File: src/rtl/gcd_shared_ctrl.sv
// Two-port round-robin GCD controller driving a shared subtract datapath.
// Define GCD_ITER_CNT_EN to add the per-job iter_cnt subtraction counter output.
module gcd_shared_ctrl #(
    parameter int WIDTH = 16
) (
    input  logic             clk,
    input  logic             rst,
    input  logic             req0,
    input  logic             req1,
    input  logic [WIDTH-1:0] a0,
    input  logic [WIDTH-1:0] b0,
    input  logic [WIDTH-1:0] a1,
    input  logic [WIDTH-1:0] b1,
    output logic             gnt0,
    output logic             gnt1,
    output logic             done0,
    output logic             done1,
    output logic [WIDTH-1:0] result0,
    output logic [WIDTH-1:0] result1,
    output logic             busy,
    output logic [WIDTH-1:0] data_in,
    output logic             ldA,
    output logic             ldB,
    output logic             sel1,
    output logic             sel2,
    output logic             sel_in,
    input  logic             lt,
    input  logic             gt,
    input  logic             eq,
    input  logic [WIDTH-1:0] Aout
`ifdef GCD_ITER_CNT_EN
    ,
    output logic [15:0]      iter_cnt
`endif
);

    typedef enum logic [2:0] {
        IDLE,
        GRANT,
        LOAD_A,
        LOAD_B,
        ITER,
        DONE
    } state_t;

    state_t           state_q;
    state_t           state_d;
    logic             cur_q;
    logic             last_q;
    logic             win;
    logic [WIDTH-1:0] a_q;
    logic [WIDTH-1:0] b_q;
    logic [WIDTH-1:0] res_q;
    logic [WIDTH-1:0] sel_a;
    logic [WIDTH-1:0] sel_b;

    // On a tie the port not served last wins.
    assign win   = (req0 & req1) ? ~last_q : req1;
    assign sel_a = cur_q ? a1 : a0;
    assign sel_b = cur_q ? b1 : b0;
    assign busy  = (state_q != IDLE);

    always_comb begin
        state_d = state_q;
        data_in = '0;
        ldA     = 1'b0;
        ldB     = 1'b0;
        sel1    = 1'b0;
        sel2    = 1'b0;
        sel_in  = 1'b0;
        case (state_q)
            IDLE: begin
                if (req0 | req1) state_d = GRANT;
            end
            GRANT: begin
                if ((sel_a == '0) || (sel_b == '0)) state_d = DONE;
                else                                state_d = LOAD_A;
            end
            LOAD_A: begin
                data_in = a_q;
                sel_in  = 1'b1;
                ldA     = 1'b1;
                state_d = LOAD_B;
            end
            LOAD_B: begin
                data_in = b_q;
                sel_in  = 1'b1;
                ldB     = 1'b1;
                state_d = ITER;
            end
            ITER: begin
                // No compare flag set: hold and load nothing.
                unique case (1'b1)
                    eq: state_d = DONE;
                    gt: begin
                        sel1 = 1'b1;
                        ldA  = 1'b1;
                    end
                    lt: begin
                        sel2 = 1'b1;
                        ldB  = 1'b1;
                    end
                    default: state_d = ITER;
                endcase
            end
            DONE:    state_d = IDLE;
            default: state_d = IDLE;
        endcase
    end

    always_ff @(posedge clk) begin
        if (rst) begin
            state_q <= IDLE;
            cur_q   <= 1'b0;
            last_q  <= 1'b1;
            a_q     <= '0;
            b_q     <= '0;
            res_q   <= '0;
            gnt0    <= 1'b0;
            gnt1    <= 1'b0;
            done0   <= 1'b0;
            done1   <= 1'b0;
            result0 <= '0;
            result1 <= '0;
        end else begin
            state_q <= state_d;
            gnt0    <= 1'b0;
            gnt1    <= 1'b0;
            done0   <= 1'b0;
            done1   <= 1'b0;
            case (state_q)
                IDLE: begin
                    if (req0 | req1) cur_q <= win;
                end
                GRANT: begin
                    a_q    <= sel_a;
                    b_q    <= sel_b;
                    res_q  <= sel_a | sel_b;
                    gnt0   <= ~cur_q;
                    gnt1   <= cur_q;
                    last_q <= cur_q;
                end
                ITER: begin
                    if (eq) res_q <= Aout;
                end
                DONE: begin
                    if (cur_q) begin
                        result1 <= res_q;
                        done1   <= 1'b1;
                    end else begin
                        result0 <= res_q;
                        done0   <= 1'b1;
                    end
                end
                default: ;
            endcase
        end
    end

`ifdef GCD_ITER_CNT_EN
    logic [15:0] cnt_q;

    always_ff @(posedge clk) begin
        if (rst) begin
            cnt_q    <= '0;
            iter_cnt <= '0;
        end else begin
            if (state_q == GRANT) begin
                cnt_q <= '0;
            end else if ((state_q == ITER) && (ldA | ldB)
                         && (cnt_q != 16'hFFFF)) begin
                cnt_q <= cnt_q + 16'd1;
            end
            if (state_q == DONE) iter_cnt <= cnt_q;
        end
    end
`endif

endmodule

File: config.mk
export PLATFORM = sky130hd
export DESIGN_NAME = gcd_shared_ctrl
export DESIGN_NICKNAME = d
export VERILOG_FILES = /design/src/rtl/gcd_shared_ctrl.sv
export SDC_FILE = /design/constraint.sdc
export NUM_CORES = 1
export LEC_CHECK = 0
export CORE_ASPECT_RATIO = 1.4
export CORE_MARGIN = 2
export CORE_UTILIZATION = 40
export DETAILED_ROUTE_END_ITERATION = 8
export PLACE_DENSITY = 0.82
export SETUP_SLACK_MARGIN = 0.5
export SYNTH_ARGS = -nofsm -noshare
export SYNTH_HDL_FRONTEND = slang
export SYNTH_SLANG_ARGS = --single-unit
File: constraint.sdc
create_clock -name clk -period 1.3 [get_ports clk]
set_clock_uncertainty 0.05 [all_clocks]
set_input_delay 0.26 -clock clk [delete_from_list [all_inputs] [get_ports clk]]
set_output_delay 0.26 -clock clk [all_outputs]
set_load 0.02 [all_outputs]
==> metrics list <==
- Number of setup violations in the final report: 111
- Net count of the finished layout: 893
- For this run, global-route usage on met3 was measured as 7.50%.
- Starting utilization of the core area: 41.4%
- Violations in the final reports: setup timing
* Cell area power density: 1400 nW/µm²
- Number of levels in the clock H-tree: 3
- Across the run, the number of max-cap violations was 0.
- Clock transition at path regs: 0.08 ns
* Number of instances in the synthesized netlist: 513
- In the final routed layout, each cell accounts on average for 30.8 µm.
* Worst reg2reg path endpoint: result1[14]
- The count of final max-slew check failures was 0.
* Syn-to-layout area delta: 126%
* Count of different cell masters after synthesis: 30
- Count of input and output buffers: 144
* GRT Util Overall: 37.2%
* Clock insertion delay at the later pin of the skew report: 0.35 ns
* Initial DRC Count: 844
* Die span in x: 89.8 µm
* Number of global-route vias before repair: 5776
- Using the TritonRoute via totals, the vias-per-cell ratio works out to 6.64.
- The sequential cells in the finished layout cover a total of 1850 µm².
- Entering global routing, the biggest net connects 52 pins.
* Number of antenna violations at the first check in global routing: 3
- Data arrival at the endpoint of the critical path: 2.19 ns
- In this run the worst hold path is classified as input port to register.
- Final critical delay including setup and external delays: 1.97 ns
* Post-detailed-route count of antenna-violating nets: 0
* Worst setup slack after layout: -0.674 ns
* Critical Path Fanout Max: 8
- Grt ovf: 0
* Number of cells on the worst hold path: 2
* Top-level I/O count: 145
* Via count of the routed design: 6302
- For hold timing, the worst endpoint is state_q[2].
- VDD sags by at most 1.03 mV.
* Kind of critical path: register to register
- Outcome: finished, violations left
* Setup TNS: -55.04 ns
- Data on the critical path is required at its endpoint by 1.51 ns.
- The worst register-to-register path has a depth of 10.
* Fraction of the yosys area taken by sequential cells: 43.2%
- Post-synthesis cell area: 4120 µm²
* Standard cell core area: 9950 µm²
- RSZ-0062 raised after global routing: yes
- HPWL after detailed placement: 10800 µm
* Most common cell after layout, fill and taps aside: sky130_fd_sc_hd__buf_4
- Flop-to-flop setup slack: -0.67 ns
- Headroom to the max-slew limit came out at 66.6%.
- Flops & latches, synth: 89
- Total chip power: 13.0 mW
- Multi-input logic area: 3600 µm²
* Least-Margin Pin Slew: 0.498 ns
- In this run the deepest clock path goes through 2 buffers.
- The final critical path takes up 152% of the cycle.
* Min-delay src: rst
- Counting the fill cells in the layout gives 254.
- Endpoint class of the critical path: register
- Post-Synthesis Net Count: 600
* Routing usage on met1: 36.7%
* Full die area: 11100 µm²
- Timing would allow up to 507 MHz.
- Summed over all layers, the routed wires come to 29200 µm.
- Remaining design rule violation count: 0
- Placer Congestion: 0.940
* CTS tree: built
- Row cnt: 43
- First-pass GRT wire length: 31700 µm
- Syn Area/Cell: 8.03 µm²
* Most used routing layer in global routing: met2
- In the final layout, the share of cells above drive strength 1 is 66.0%.
- Number of buffers created by CTS: 9
- Met2 usage in global routing: 69.2%
* Yosys warnings: 0
- The hold violation count in the final report came to 0.
- Clock tree synthesis found a total of 89 sinks.
- Root buffer cell: sky130_fd_sc_hd__clkbuf_16
- The startpoint identified for the worst register-to-register timing path is state_q[0].
- The analysis attributes to cell leakage a power of 4.16 nW.
- In the layout the commonest cells are 104 x sky130_fd_sc_hd__buf_4, 96 x sky130_fd_sc_hd__buf_6, 68 x sky130_fd_sc_hd__nand2_4, 54 x sky130_fd_sc_hd__dlygate4sd2_1, 49 x sky130_fd_sc_hd__dfxtp_1.
* Die Y: 124 µm
* Fin Hold WS: 0.253 ns
- Number of optimization iterations in the first detailed-route pass: 6
- Startpoint types: register
==> per-layer routing <==
layer	vias to the layer above	part of all wire [%]
li1	2413	-
met1	2966	33
met2	651	46
met3	270	10
met4	2	11
met5	-	0.024
==> kinds of logic (layout without fill, tap and decap cells) <==
kind of cell	count (synthesis)	after routing	synth area share (%)
AND/OR/NAND/NOR	212	212	22.8
AO/OA/AOI/OAI	123	123	17.5
flip-flops	89	89	43.2
multiplexers	48	48	11.7
buffers and inverters	41	339	4.86
other	0	3	0
==> state kept, by name (all words and copies together) (netlist names), 3 cells and up <==
signal	cells
a_q	16
b_q	16
res_q	16
result0	16
result1	16
state_q	3
==> critical path, cell delays in order, from the launching register on <==
cell and delay [ns]:
sky130_fd_sc_hd__dfxtp_4 0.42, sky130_fd_sc_hd__buf_8 0.13, sky130_fd_sc_hd__buf_6 0.10, sky130_fd_sc_hd__nor2b_4 0.18
sky130_fd_sc_hd__nand2_4 0.08, sky130_fd_sc_hd__buf_6 0.13, sky130_fd_sc_hd__nor2_4 0.16, sky130_fd_sc_hd__buf_6 0.13
sky130_fd_sc_hd__buf_12 0.15, sky130_fd_sc_hd__nand2_1 0.11, sky130_fd_sc_hd__a21oi_2 0.24
==> cells in the mapped netlist <==
| library cell | n | area [µm²] |
|---|---|---|
| sky130_fd_sc_hd__a31oi_1 | 1 | 6.26 |
| sky130_fd_sc_hd__o21bai_1 | 1 | 7.51 |
| sky130_fd_sc_hd__dfxtp_1 | 89 | 1780 |
| sky130_fd_sc_hd__buf_4 | 7 | 52.6 |
| sky130_fd_sc_hd__nand3b_1 | 2 | 15.0 |
| sky130_fd_sc_hd__nor2b_4 | 1 | 13.8 |
| sky130_fd_sc_hd__a21oi_1 | 52 | 260 |
| sky130_fd_sc_hd__nand3_1 | 5 | 25.0 |
| sky130_fd_sc_hd__o21ai_1 | 5 | 25.0 |
| sky130_fd_sc_hd__o41ai_1 | 1 | 8.76 |
| sky130_fd_sc_hd__a21o_1 | 1 | 7.51 |
| sky130_fd_sc_hd__nor3_1 | 18 | 90.1 |
| sky130_fd_sc_hd__nand4_1 | 5 | 31.3 |
| sky130_fd_sc_hd__mux2i_1 | 48 | 480 |
| sky130_fd_sc_hd__o21ai_0 | 27 | 135 |
| sky130_fd_sc_hd__nor3_4 | 1 | 16.3 |
| sky130_fd_sc_hd__nand2_1 | 101 | 379 |
| sky130_fd_sc_hd__and2_1 | 2 | 12.5 |
| sky130_fd_sc_hd__a211oi_1 | 32 | 240 |
| sky130_fd_sc_hd__inv_2 | 1 | 3.75 |
| sky130_fd_sc_hd__buf_2 | 16 | 80.1 |
| sky130_fd_sc_hd__nor4_1 | 18 | 113 |
| sky130_fd_sc_hd__nor4b_1 | 1 | 8.76 |
| sky130_fd_sc_hd__nand2_2 | 1 | 6.26 |
| sky130_fd_sc_hd__nor2_4 | 2 | 22.5 |
| sky130_fd_sc_hd__a2111o_1 | 1 | 11.3 |
| sky130_fd_sc_hd__inv_1 | 4 | 15.0 |
| sky130_fd_sc_hd__a21oi_2 | 2 | 17.5 |
| sky130_fd_sc_hd__nor2_1 | 55 | 206 |
| sky130_fd_sc_hd__clkbuf_1 | 13 | 48.8 |
==> layout make-up <==
| cell class | count | share of cell area, % |
|---|---|---|
| Antenna cell | 3 | 0.0805 |
| Clock buffer | 10 | 2.46 |
| Clock inverter | 6 | 0.980 |
| Inverter | 5 | 0.416 |
| Multi-Input combinational cell | 383 | 38.6 |
| Sequential cell | 89 | 19.9 |
| Tap cell | 135 | 1.81 |
| Timing Repair Buffer | 318 | 35.8 |
==> worst max path at each step <==
stage | slack (ns) | startpoint | cells past startpoint | to
6_report | -0.67 | state_q[0] | 10 | result1[14]
5_1_grt | -0.70 | state_q[0] | 10 | result1[14]
4_1_cts | -0.46 | state_q[0] | 5 | data_in[7]
3_5_place_dp | -0.72 | b1[11] | 7 | state_q[2]
3_3_place_gp | -0.65 | a0[11] | 7 | state_q[2]
2_1_floorplan | -0.27 | state_q[2] | 6 | ldB
==> per-stage QoR <==
step	instances	setup WS (ns)	util, %	area [µm²]
after floorplan	513	-0.273	-	4310
after global placement	849	-0.653	64.6	6430
after detailed placement	849	-0.716	64.6	6430
after CTS	910	-0.457	82.4	8200
after global routing	946	-0.702	93.6	9320
final	949	-0.674	93.7	9320
==> power breakdown <==
group          leakage, nW  switching (mW)  internal, mW
Clock                0.157            1.28          1.70
Combinational         3.26            3.14          3.03
Sequential           0.748           0.749          3.12
==> repair_timing <==
item,4_1_cts,5_1_grt
cloned,15,1
gates resized for setup,683,207
hold buffers,0,0
setup buffers,30,35
setup endpoints to repair,147,147
pin swaps,114,77
Note: power is estimated with default switching activity, not from simulation.
